==> src/rtl/hazard_scoreboard.sv <==
// -----------------------------------------------------------------------------
// hazard_scoreboard
//
// Hazard control for the 5-stage MIPS pipeline. Each architectural register
// (except $0) has a countdown counter loaded with the producer's latency class
// when it issues. A consumer stalls in D while its source counter says the
// value is not yet forwardable. A writer stalls while an older, slower write to
// the same register is still outstanding. A two-state FSM turns an M-stage
// exception or ERET into a registered fetch redirect.
//
// Optional feature: define HAZARD_PERF_EN to add three 32-bit performance
// counters (freeze cycles, data-stall cycles, exception redirects).
//
// Ports:
//   clk, resetn                  clock, asynchronous active-low reset
//   issue_valid                  D-stage instruction wants to leave D
//   issue_rs/rt, issue_rs/rt_en  source registers and their read enables
//   issue_read_d                 sources consumed in D (branch, JR, JALR)
//   issue_wr_en, issue_wr        destination write enable / register
//   issue_lat                    cycles until the result is forwardable
//   i_stall, d_stall, div_stall  external freeze sources
//   except_type, cp0_epc         M-stage exception code, EPC for ERET
//   stallF..stallW               hold stage registers
//   flushD..flushW               clear stage registers
//   redirect_valid, redirect_pc  fetch redirect request and target
//   perf_*_cnt                   performance counters (HAZARD_PERF_EN only)
// -----------------------------------------------------------------------------
module hazard_scoreboard #(
    parameter int          NREG      = 32,
    parameter int          LAT_W     = 3,
    parameter logic [31:0] EXC_VEC   = 32'hBFC00380,
    parameter logic [31:0] ERET_CODE = 32'h0000000E
) (
    input  logic             clk,
    input  logic             resetn,
    input  logic             issue_valid,
    input  logic [4:0]       issue_rs,
    input  logic [4:0]       issue_rt,
    input  logic             issue_rs_en,
    input  logic             issue_rt_en,
    input  logic             issue_read_d,
    input  logic             issue_wr_en,
    input  logic [4:0]       issue_wr,
    input  logic [LAT_W-1:0] issue_lat,
    input  logic             i_stall,
    input  logic             d_stall,
    input  logic             div_stall,
    input  logic [31:0]      except_type,
    input  logic [31:0]      cp0_epc,
    output logic             stallF,
    output logic             stallD,
    output logic             stallE,
    output logic             stallM,
    output logic             stallW,
    output logic             flushD,
    output logic             flushE,
    output logic             flushM,
    output logic             flushW,
    output logic             redirect_valid,
`ifdef HAZARD_PERF_EN
    output logic [31:0]      perf_freeze_cnt,
    output logic [31:0]      perf_dstall_cnt,
    output logic [31:0]      perf_exc_cnt,
`endif
    output logic [31:0]      redirect_pc
);

    typedef enum logic {ST_RUN, ST_REDIR} state_t;

    state_t            r_state;
    logic [31:0]       r_redirect_pc;
    logic [LAT_W-1:0]  r_cnt      [NREG];
    logic [LAT_W-1:0]  w_cnt_next [NREG];

    logic w_redir;
    logic w_freeze;
    logic w_exc;
    logic w_advance;
    logic w_rs_busy;
    logic w_rt_busy;
    logic w_waw;
    logic w_dstall;
    logic w_accept;

    assign w_redir  = (r_state == ST_REDIR);
    assign w_freeze = i_stall | d_stall | div_stall | w_redir;
    // Exceptions are taken in RUN even while frozen.
    assign w_exc    = (r_state == ST_RUN) && (except_type != 32'd0);
    assign w_advance = (r_state == ST_RUN) && !w_freeze;

    // A D-stage reader needs the value now (count 0); an E-stage reader can
    // take it through the forwarding path one cycle later (count <= 1).
    assign w_rs_busy = issue_rs_en && (issue_rs != 5'd0) &&
                       (r_cnt[issue_rs] > (issue_read_d ? LAT_W'(0) : LAT_W'(1)));
    assign w_rt_busy = issue_rt_en && (issue_rt != 5'd0) &&
                       (r_cnt[issue_rt] > (issue_read_d ? LAT_W'(0) : LAT_W'(1)));
    // A younger write must not finish before an older write to the same reg.
    assign w_waw     = issue_wr_en && (issue_wr != 5'd0) &&
                       (r_cnt[issue_wr] > issue_lat);
    assign w_dstall  = issue_valid && (w_rs_busy || w_rt_busy || w_waw);

    assign w_accept  = w_advance && !w_exc && issue_valid && !w_dstall &&
                       issue_wr_en && (issue_wr != 5'd0);

    // Next-state for each scoreboard counter; $0 is pinned at zero.
    generate
        for (genvar gi = 0; gi < NREG; gi++) begin : g_cnt
            if (gi == 0) begin : g_zero
                assign w_cnt_next[gi] = '0;
            end else begin : g_reg
                logic w_load;
                assign w_load = w_accept && (issue_wr == 5'(gi));
                assign w_cnt_next[gi] =
                    w_exc               ? '0 :
                    !w_advance          ? r_cnt[gi] :
                    w_load              ? issue_lat :
                    (r_cnt[gi] != '0)   ? r_cnt[gi] - LAT_W'(1) :
                                          '0;
            end
        end
    endgenerate

    always_ff @(posedge clk or negedge resetn) begin
        if (!resetn) begin
            for (int r = 0; r < NREG; r++) begin
                r_cnt[r] <= '0;
            end
        end else begin
            r_cnt <= w_cnt_next;
        end
    end

    // Redirect FSM: RUN takes the exception, REDIR presents the target until
    // fetch is able to accept it.
    always_ff @(posedge clk or negedge resetn) begin
        if (!resetn) begin
            r_state       <= ST_RUN;
            r_redirect_pc <= EXC_VEC;
        end else begin
            case (r_state)
                ST_RUN: begin
                    if (w_exc) begin
                        r_state       <= ST_REDIR;
                        r_redirect_pc <= (except_type == ERET_CODE) ? cp0_epc : EXC_VEC;
                    end
                end
                ST_REDIR: begin
                    if (!(i_stall || d_stall)) begin
                        r_state <= ST_RUN;
                    end
                end
                default: r_state <= ST_RUN;
            endcase
        end
    end

    assign stallE = w_freeze;
    assign stallM = w_freeze;
    assign stallW = w_freeze;
    assign stallD = w_freeze | w_dstall;
    // In REDIR the PC register must be free to load the redirect target.
    assign stallF = (w_freeze | w_dstall) & !w_redir;

    assign flushD = w_exc | w_redir;
    assign flushE = w_exc | (w_dstall & !w_freeze);
    assign flushM = w_exc;
    assign flushW = w_exc;

    assign redirect_valid = w_redir;
    assign redirect_pc    = r_redirect_pc;

`ifdef HAZARD_PERF_EN
    logic [31:0] r_perf_freeze;
    logic [31:0] r_perf_dstall;
    logic [31:0] r_perf_exc;

    always_ff @(posedge clk or negedge resetn) begin
        if (!resetn) begin
            r_perf_freeze <= '0;
            r_perf_dstall <= '0;
            r_perf_exc    <= '0;
        end else begin
            if (w_freeze)              r_perf_freeze <= r_perf_freeze + 32'd1;
            if (w_dstall && !w_freeze) r_perf_dstall <= r_perf_dstall + 32'd1;
            if (w_exc)                 r_perf_exc    <= r_perf_exc + 32'd1;
        end
    end

    assign perf_freeze_cnt = r_perf_freeze;
    assign perf_dstall_cnt = r_perf_dstall;
    assign perf_exc_cnt    = r_perf_exc;
`endif

endmodule
==> config.mk <==
export PLATFORM = sky130hd
export DESIGN_NAME = hazard_scoreboard
export DESIGN_NICKNAME = d
export VERILOG_FILES = /design/src/rtl/hazard_scoreboard.sv
export SDC_FILE = /design/constraint.sdc
export NUM_CORES = 1
export LEC_CHECK = 0
export CAP_MARGIN = 5
export CORE_ASPECT_RATIO = 1.4
export CORE_MARGIN = 4
export CORE_UTILIZATION = 40
export CTS_CLUSTER_DIAMETER = 80
export DETAILED_ROUTE_END_ITERATION = 16
export PLACE_DENSITY_LB_ADDON = 0.15
export SLEW_MARGIN = 40
export SYNTH_ARGS = -nofsm -noshare
export SYNTH_HDL_FRONTEND = slang
export SYNTH_SLANG_ARGS = --single-unit
==> constraint.sdc <==
create_clock -name clk -period 30 [get_ports clk]
set_input_delay 9 -clock clk [delete_from_list [all_inputs] [get_ports clk]]
set_output_delay 9 -clock clk [all_outputs]
set_load 0.01 [all_outputs]
==> results of run 1 <==
## through the flow
step / std cells / cell area, um^2
CTS: 1545 / 11890
global placement: 1513 / 11320
detailed placement: 1513 / 11340
global route: 1546 / 11900
finish: 1546 / 11900
floorplan: 1129 / 9756
## area by class of cell
type,instances,area [um^2],area share [%]
flip-flops and latches,126,3168,26.62
well taps,310,387.9,3.260
multi-input cells,854,6058,50.91
inverters,74,277.8,2.334
clock buffers,31,538.0,4.522
clock inverters,1,5.005,0.04206
repair buffers,150,1464,12.30
## power groups by stage
stage,Combinational (mW),Clock [mW],Sequential [mW]
after floorplan,0.0244,0,0.180
after global placement,0.0567,0,0.178
after detailed placement,0.0572,0,0.178
after CTS,0.0574,0.200,0.175
after global routing,0.0618,0.208,0.176
final,0.0576,0.196,0.175
## registers in the layout, indices dropped and copies added, names as in the netlist
name,flops
redirect_pc,32
redirect_valid,1
r_cnt,93
## layer usage
layer  vias up  GRT usage (%)  part of all wire (%)
met4         0          13.94                   5.4
li1       4179              -                     -
met1      4370          29.38                    39
met3       106          6.272                   6.9
met5         -              0                     0
met2       413          43.78                    48
## placed cells by master, fill, tap and decap left out, types with 5 or more instances in the layout
cell / count
a211oi_1: 10
clkbuf_8: 6
o21ai_0: 112
mux4_2: 47
clkdlybuf4s50_1: 129
nand2_1: 212
dfstp_2: 12
o21ai_1: 8
o211ai_1: 27
nor2b_1: 5
dfrtp_1: 114
inv_1: 72
clkbuf_1: 8
o2111ai_1: 19
nand4_1: 7
mux2_2: 5
ha_1: 67
a21oi_1: 19
nor4_1: 13
nand3_1: 35
clkbuf_16: 17
nor3_1: 44
a221o_1: 8
mux2i_1: 74
buf_4: 16
nor3b_1: 7
nor2_1: 96
## worst paths after layout
kind                                        startpoint                     endpoint  slack [ns]
max                                        issue_wr[1]                       flushE        7.44
min                        redirect_pc[23]$_DFFE_PN1P_  redirect_pc[23]$_DFFE_PN1P_        0.45
max reg2reg                      r_cnt[34]$_DFFE_PN0P_        r_cnt[57]$_DFFE_PN0P_       25.37
min reg2reg                redirect_pc[23]$_DFFE_PN1P_  redirect_pc[23]$_DFFE_PN1P_        0.45
max in group asynchronous                       resetn        r_cnt[18]$_DFFE_PN0P_       20.62
min in group asynchronous                       resetn  redirect_pc[16]$_DFFE_PN0P_        8.42
## kinds of logic (layout without fill, tap and decap cells)
kind of cell    Yosys count  after routing  synth area share [%]
flops                   126            126                 32.47
mux                     126            126                 19.02
simple gates            439            439                 19.48
fa+ha+maj                67             67                 8.593
buf+inv                 149            256                 6.054
compound gates          222            222                 14.38
## worst max-delay path, stage by stage
cell and delay (ns):
clkdlybuf4s50_1 0.46, buf_4 0.35, mux2_2 0.38, a22o_1 0.18
mux4_2 0.44, mux2_2 0.28, ha_1 0.28, nor2b_1 0.13
o21ai_0 0.17, a221oi_1 0.16, or3_1 0.45, a2111oi_4 0.33
o21a_1 0.30, o21ai_0 0.10, clkdlybuf4s50_1 0.53
==> results.md, run 1 <==
- The analysis attributes to net switching a power of between 100 and 150 uW.
- The iteration count of the initial detailed-routing pass is 5.
- In the routed design, unresolved DRC markers number 0.
- The post-synthesis average cell area is 8.641 um^2.
- In the routed layout, each cell is associated on average with a via count of between 5 and 6.
- The period utilization is about three quarters.
- The port buffer count is 133.
- The clock period could shrink to around 23 ns.
- The final wirelength is roughly 34 mm.
- The largest voltage drop on the vdd net is 0.03757 mV.
- In the synthesized netlist the async set-or-reset flop fraction comes to 100.0%.
- Routability-driven placement finished with a final weighted congestion of a little under 1.
- The run finished with clean final reports.
- The final HPWL from detailed placement is 23.89 mm.
- Setup total negative slack on the finished layout was measured at 0 ns.
- The type of destination of the critical path is an output port.
- Setup repair after global routing left no endpoint under its margin.
- The pin count of the biggest net entering global routing is 94.
- 0 antenna diodes ended up in the layout.
- The die is roughly 140 um wide.
- The measured slew at the worst slew-check pin is between 0.9 and 1 ns.
- The commonest cells after synthesis are nand2_1, dfrtp_1, o21ai_0.
- The total power is roughly 430 uW.
- The iteration-0 DRC count of the detailed router is 967.
- For this run, the leading register cell type out of synthesis is dfrtp_1.
- The number of hold violations in the final report was 0.
- Based on the critical path, the design can be clocked at up to roughly 44 MHz.
- The H-tree depth is 4.
- The largest area contributor in the synthesized netlist is dfrtp_1.
- The depth of the most critical reg-to-reg path is 12.
- The number of distinct standard cells referenced by the synthesized netlist is 51.
- The cell depth of the worst hold path is 2.
- The power density normalized to cell area is roughly 36 nW/um^2.
- The switching share of power is 25.97%.
- The chip height is approximately 190 um.
- The sequential share of power is roughly two fifths.
- The total die area is ~27000 um^2.
- The number of pins with negative max-slew slack in the final report is 0.
- The number of setup violations in the final report is 0.
- After synthesis the netlist holds a flip-flop and latch count of around 130.
- TritonCTS built the clock tree.
- Summing the sequential cell areas from Yosys gives about 32% of the chip area.
- The remaining global-route overflow is 0.
- The part of the total power dissipated in combinational logic is around 13%.
- The number of cells produced by synthesis is between 1k and 1.5k.
- For the worst-skew pair, the clock arrives at the later sink with an insertion delay of about 0.43 ns.
- The signal arrival time at the worst endpoint is 13.56 ns.
- In this run, synthesis inferred 0 flip-flops with an integrated enable.
- The type of origin of the critical path is a primary input.
- The fraction of final layout cells sized beyond drive strength 1 is under 10%.
- The combined global-route utilization of all metal layers is approximately 26%.
- The initial core utilization is ~41%.
- In this run the core area contains 67 standard-cell rows.
- After synthesis, the cell types taking the most area are dfrtp_1, mux4_2, ha_1.
- Clock-pin slew was measured on the worst setup and hold paths at 0.05 ns.
- After clock tree synthesis, the setup repair step added 0 buffers.
- The leakage power is around 5.5 nW.
- Final hold analysis gives a worst-case slack of about 0.45 ns.
- After synthesis the cells add up to 9756 um^2.
- The tree is rooted in a clkbuf_16.
- The number of gates resized after CTS is 0.
- The classification of the worst setup path is in -> out.
- The worst pin sits at a relative slew slack of between 30% and 40%.
- Summed over its instances, the top area cell type makes up slightly below 30% of the synthesized netlist area.
- By instance count, the leading cell after synthesis is nand2_1.
- Max-cap violations in this run came to 0.
- The number of global-route vias before repair is slightly below 9k.
- Once detail routing completed, the nets flagged for antenna violations numbered 0.
- The internal portion of total power is 317.4 uW.
- The total vias in the final route is ~9.1k.
- For this design, the CTS-stage hold fixing added 0 buffers.
- The initial antenna violation count came to 0.
- The number of top-level pins is roughly 130.
- The floorplan step defined a core boundary enclosing 23980 um^2.
- Buffers inserted during clock tree synthesis total 17.
- The power share of the clock group is about 46%.
- The worst setup slack after placement is approximately 7.5 ns.
- The clock arrives with 0.01015 ns of skew.
- The number of clock sinks seen by CTS is about 130.
- The first-pass GRT wire length is 53.36 mm.
- Measured on the finished design, the core utilization comes to between 40% and 50%.
- The maximum net fanout on the critical path is 33.
- Counting along the longest clock path gives a buffer depth of 2.
- The number of nets handed over by synthesis was approximately 1.3k.
- The classification of the worst-slack hold path is reg -> reg.
- Setup slack closes at 7.435 ns.
- At the worst endpoint, the required time is 21.00 ns.
- Compared with the post-synthesis result, the final layout area differs by 21.97%.
- For this run, the number of Yosys warnings is 0.
- The average wire length per cell after detail routing is 22.19 um.
- After filler insertion, the fill cell instance count of the layout stands at 2299.
- The net total in the final layout is ~1.4k.
No activity file was read; power rests on OpenSTA's default activity.
==> run 2, diff against run 1 <==
clock period = 22.9 ns   (was 30 ns; I/O delays follow)
==> run 2 against run 1 <==
  * Core utilization is 0.18 points higher
  * Die area stayed put
  * Global-route usage is 0.12 points lower
  * Non-clock buffer count is 1 lower
  * Final area is 0.36% higher
  * Sequential share of layout area is 0.095 points lower
  * Via count is 1.6% higher
  * Critical path type unchanged
  * Critical endpoint unchanged
  * Largest cell class unchanged
  * Highest routed layer unchanged
==> results.md, run 2 (synthesis gave the netlist of run 1 again) <==
- Adding up every negative setup slack in the final design gives 0 ns.
- The power density normalized to cell area is between 40 and 50 nW/um^2.
- The remaining max-slew budget at the tightest pin is about 47%.
- Port buffering added 133 buffers.
- Sequential cells account for about 40% of the total power.
- The number of top-level pins is 134.
- Buffers added to address setup during post-CTS repair amount to 0.
- Summed over all cells, the static leakage comes to ~5.5 nW.
- The total vias in the final route is 9217.
- For this run the aggregate overflow at the end of global routing stands at 0.
- The die covers around 27000 um^2.
- The average wire length per cell after detail routing is 22.10 um.
- In this run, the combinational gates consume roughly 13% of the power.
- The measured slew at the worst slew-check pin is 0.7911 ns.
- The longest clock path from root to sink contains 2 buffers.
- The period utilization is 79.84%.
- Data on the critical path arrives at its endpoint at roughly 11 ns.
- The clock tree synthesis step divided the H-tree into 4 levels.
- Traced cell by cell, the critical path runs through clkdlybuf4s50_1, buf_4, mux2_2, a22o_1, mux4_2, mux2_2, ha_1, nor2b_1, o21ai_0, a221oi_1, or3_1, a2111oi_4, o21a_1, o21ai_0, clkdlybuf4s50_1.
- Clock tree synthesis inserted a total of 17 buffers.
- Leaving out fill and tap cells, the most frequent cell in the layout is nand2_1.
- Once detailed placement completed, the half-perimeter wirelength came to 24.02 mm.
- The floorplan has 67 rows.
- Setup repair after global routing left no endpoint under its margin.
- The clock network burns 47.8% of the power.
- The largest single stage delay on the critical path is between 0.5 and 0.6 ns.
- The first-pass GRT wire length is ~53 mm.
- In this run the power spent charging and discharging nets is about 150 uW.
- The maximum net fanout on the critical path is 33.
- The area inside the core boundary is 23980 um^2.
- The number of max-capacitance violations reported is 0.
- The type of destination of the critical path is an output port.
- For this design, the sink count on the clock tree is 126.
- The chip height is 192.8 um.
- The library cells used most frequently in the layout, excluding fill and tap cells, are nand2_1, clkdlybuf4s50_1, dfrtp_1.
- The routability congestion estimate is ~0.96.
- Entering global routing, the biggest net connects 94 pins.
- The largest voltage drop on the vdd net is slightly below 0.05 mV.
- The iteration count of the initial detailed-routing pass is 7.
- The register with the most flip-flops in the layout has 93 of them.
- The initial core utilization is 40.69%.
- The final wirelength is 34.17 mm.
- The run finished with clean final reports.
- The worst hold slack across all endpoints is approximately 0.45 ns.
- The number of hold violations in the final report is 0.
- Buffers inserted to repair hold after CTS numbered 0.
- TritonCTS built the clock tree.
- Counting both buffers and inverters, the worst setup path holds a total of 3.
- The total power is between 500 and 600 uW.
- The initial antenna violation count is 0.
- Once detail routing completed, the nets flagged for antenna violations numbered 0.
- The via density per instance is between 5 and 6.
- The cell family contributing the most delay on the critical path is buffers and inverters.
- Based on the critical path, the design can be clocked at up to around 55 MHz.
- After the flow finishes, the layout carries non-filler instances totaling approximately 1.5k.
- The iteration-0 DRC count of the detailed router is about 850.
- The net total in the final layout is around 1.4k.
- The final clock skew is ~0.0091 ns.
- The worst-skew pair later-pin latency is about 0.43 ns.
- The type of origin of the critical path is a primary input.
- The number of global-route vias before repair is about 9k.
- On the critical path, the stage with the largest delay is an instance of clkdlybuf4s50_1.
- The post-detailed-route DRC marker count is 0.
- The synthesis-to-finish area growth is 22.41%.
- Of the cells placed in the final design, the portion with a size suffix greater than 1 is between 10% and 20%.
- The die outline width is between 100 and 150 um.
- The number of gates resized after CTS is 0.
- For this run, the total global-route usage over all layers was measured as about a quarter.
- The final period demand of the worst path is 18.28 ns.
- The critical path in this run is classified as in -> out.
- The cell total after placement is between 1.5k and 2k.
- Setup violations remaining at the end of the flow were counted as 0.
- Counting flops per register, the top entry is r_cnt.
- The number of pins with negative max-slew slack in the final report was 0.
- The internal portion of total power is approximately 440 uW.
- In this run switching power makes up between 20% and 30% of total power.
- The classification of the worst-slack hold path is reg -> reg.
- The clock input transition at the sequential cells of the worst setup and hold paths is about 0.050 ns.
- The tree is rooted in a clkbuf_16.
- At the worst endpoint, the required time is between 15 and 20 ns.
## run 2: changes by cell type in the layout (fill, tap and decap cells not counted), moves of 3 or more
cell	previous run	this run
bufinv_16	0	3
clkinv_2	1	6
clkbuf_8	6	2
clkbuf_1	8	1
clkinvlp_4	0	3
## run 2: layer usage
layer | global-route usage [%] | share of wire [%]
met1 | 29.88 | 39
met2 | 42.89 | 48
met3 | 5.156 | 6.7
met4 | 15.40 | 6.4
met5 | 0 | 0
## run 2: worst reg2reg max path, cell delays in order, from the launching register on
cell       delay (ns)
dfrtp_1          0.50
mux4_2           0.49
mux4_2           0.47
mux2_2           0.28
ha_1             0.28
nor2b_1          0.13
o21ai_0          0.16
a221oi_1         0.16
or3_1            0.45
a2111oi_4        0.30
buf_4            0.41
o2111ai_1        0.40
a221o_1          0.40
## run 2: final timing paths
check                      cells past startpoint                   startpoint                           to  slack (ns)
hold / removal                                 2  redirect_pc[28]$_DFFE_PN1P_  redirect_pc[28]$_DFFE_PN1P_        0.45
max in group asynchronous                      2                       resetn        r_cnt[22]$_DFFE_PN0P_       15.43
setup / recovery                              15                  issue_wr[1]                       flushE        4.62
min in group asynchronous                      1                       resetn  redirect_pc[16]$_DFFE_PN0P_        6.39
hold reg to reg                                2  redirect_pc[28]$_DFFE_PN1P_  redirect_pc[28]$_DFFE_PN1P_        0.45
setup reg to reg                              12        r_cnt[34]$_DFFE_PN0P_        r_cnt[75]$_DFFE_PN0P_       18.34
## run 2: area by class of cell
| cell class | instances | area [um^2] |
|---|---|---|
| tap | 310 | 387.9 |
| fill | 2331 | 12030 |
| multi-input combinational | 854 | 6058 |
| clock inverter | 12 | 142.6 |
| sequential | 126 | 3168 |
| timing repair buffer | 149 | 1448 |
| clock buffer | 20 | 456.7 |
| inverter | 74 | 277.8 |
| antenna | 1 | 2.502 |
## run 2: metrics by stage
| step | utilization, % | setup WS [ns] | area, um^2 |
|---|---|---|---|
| 5_1_grt | 49.80 | 4.480 | 11940 |
| 3_5_place_dp | 47.31 | 4.693 | 11340 |
| 2_1_floorplan | - | 4.938 | 9756 |
| 4_1_cts | 49.81 | 4.652 | 11940 |
| 6_report | 49.81 | 4.616 | 11940 |
| 3_3_place_gp | 47.22 | 4.689 | 11320 |
## run 2: power groups by stage
| stage | sequential, mW | combinational (mW) | clock [mW] |
|---|---|---|---|
| after floorplan | 0.235 | 0.0319 | 0 |
| after global placement | 0.234 | 0.0742 | 0 |
| after detailed placement | 0.234 | 0.0751 | 0 |
| after CTS | 0.230 | 0.0754 | 0.285 |
| after global routing | 0.230 | 0.0805 | 0.294 |
| final | 0.230 | 0.0750 | 0.279 |
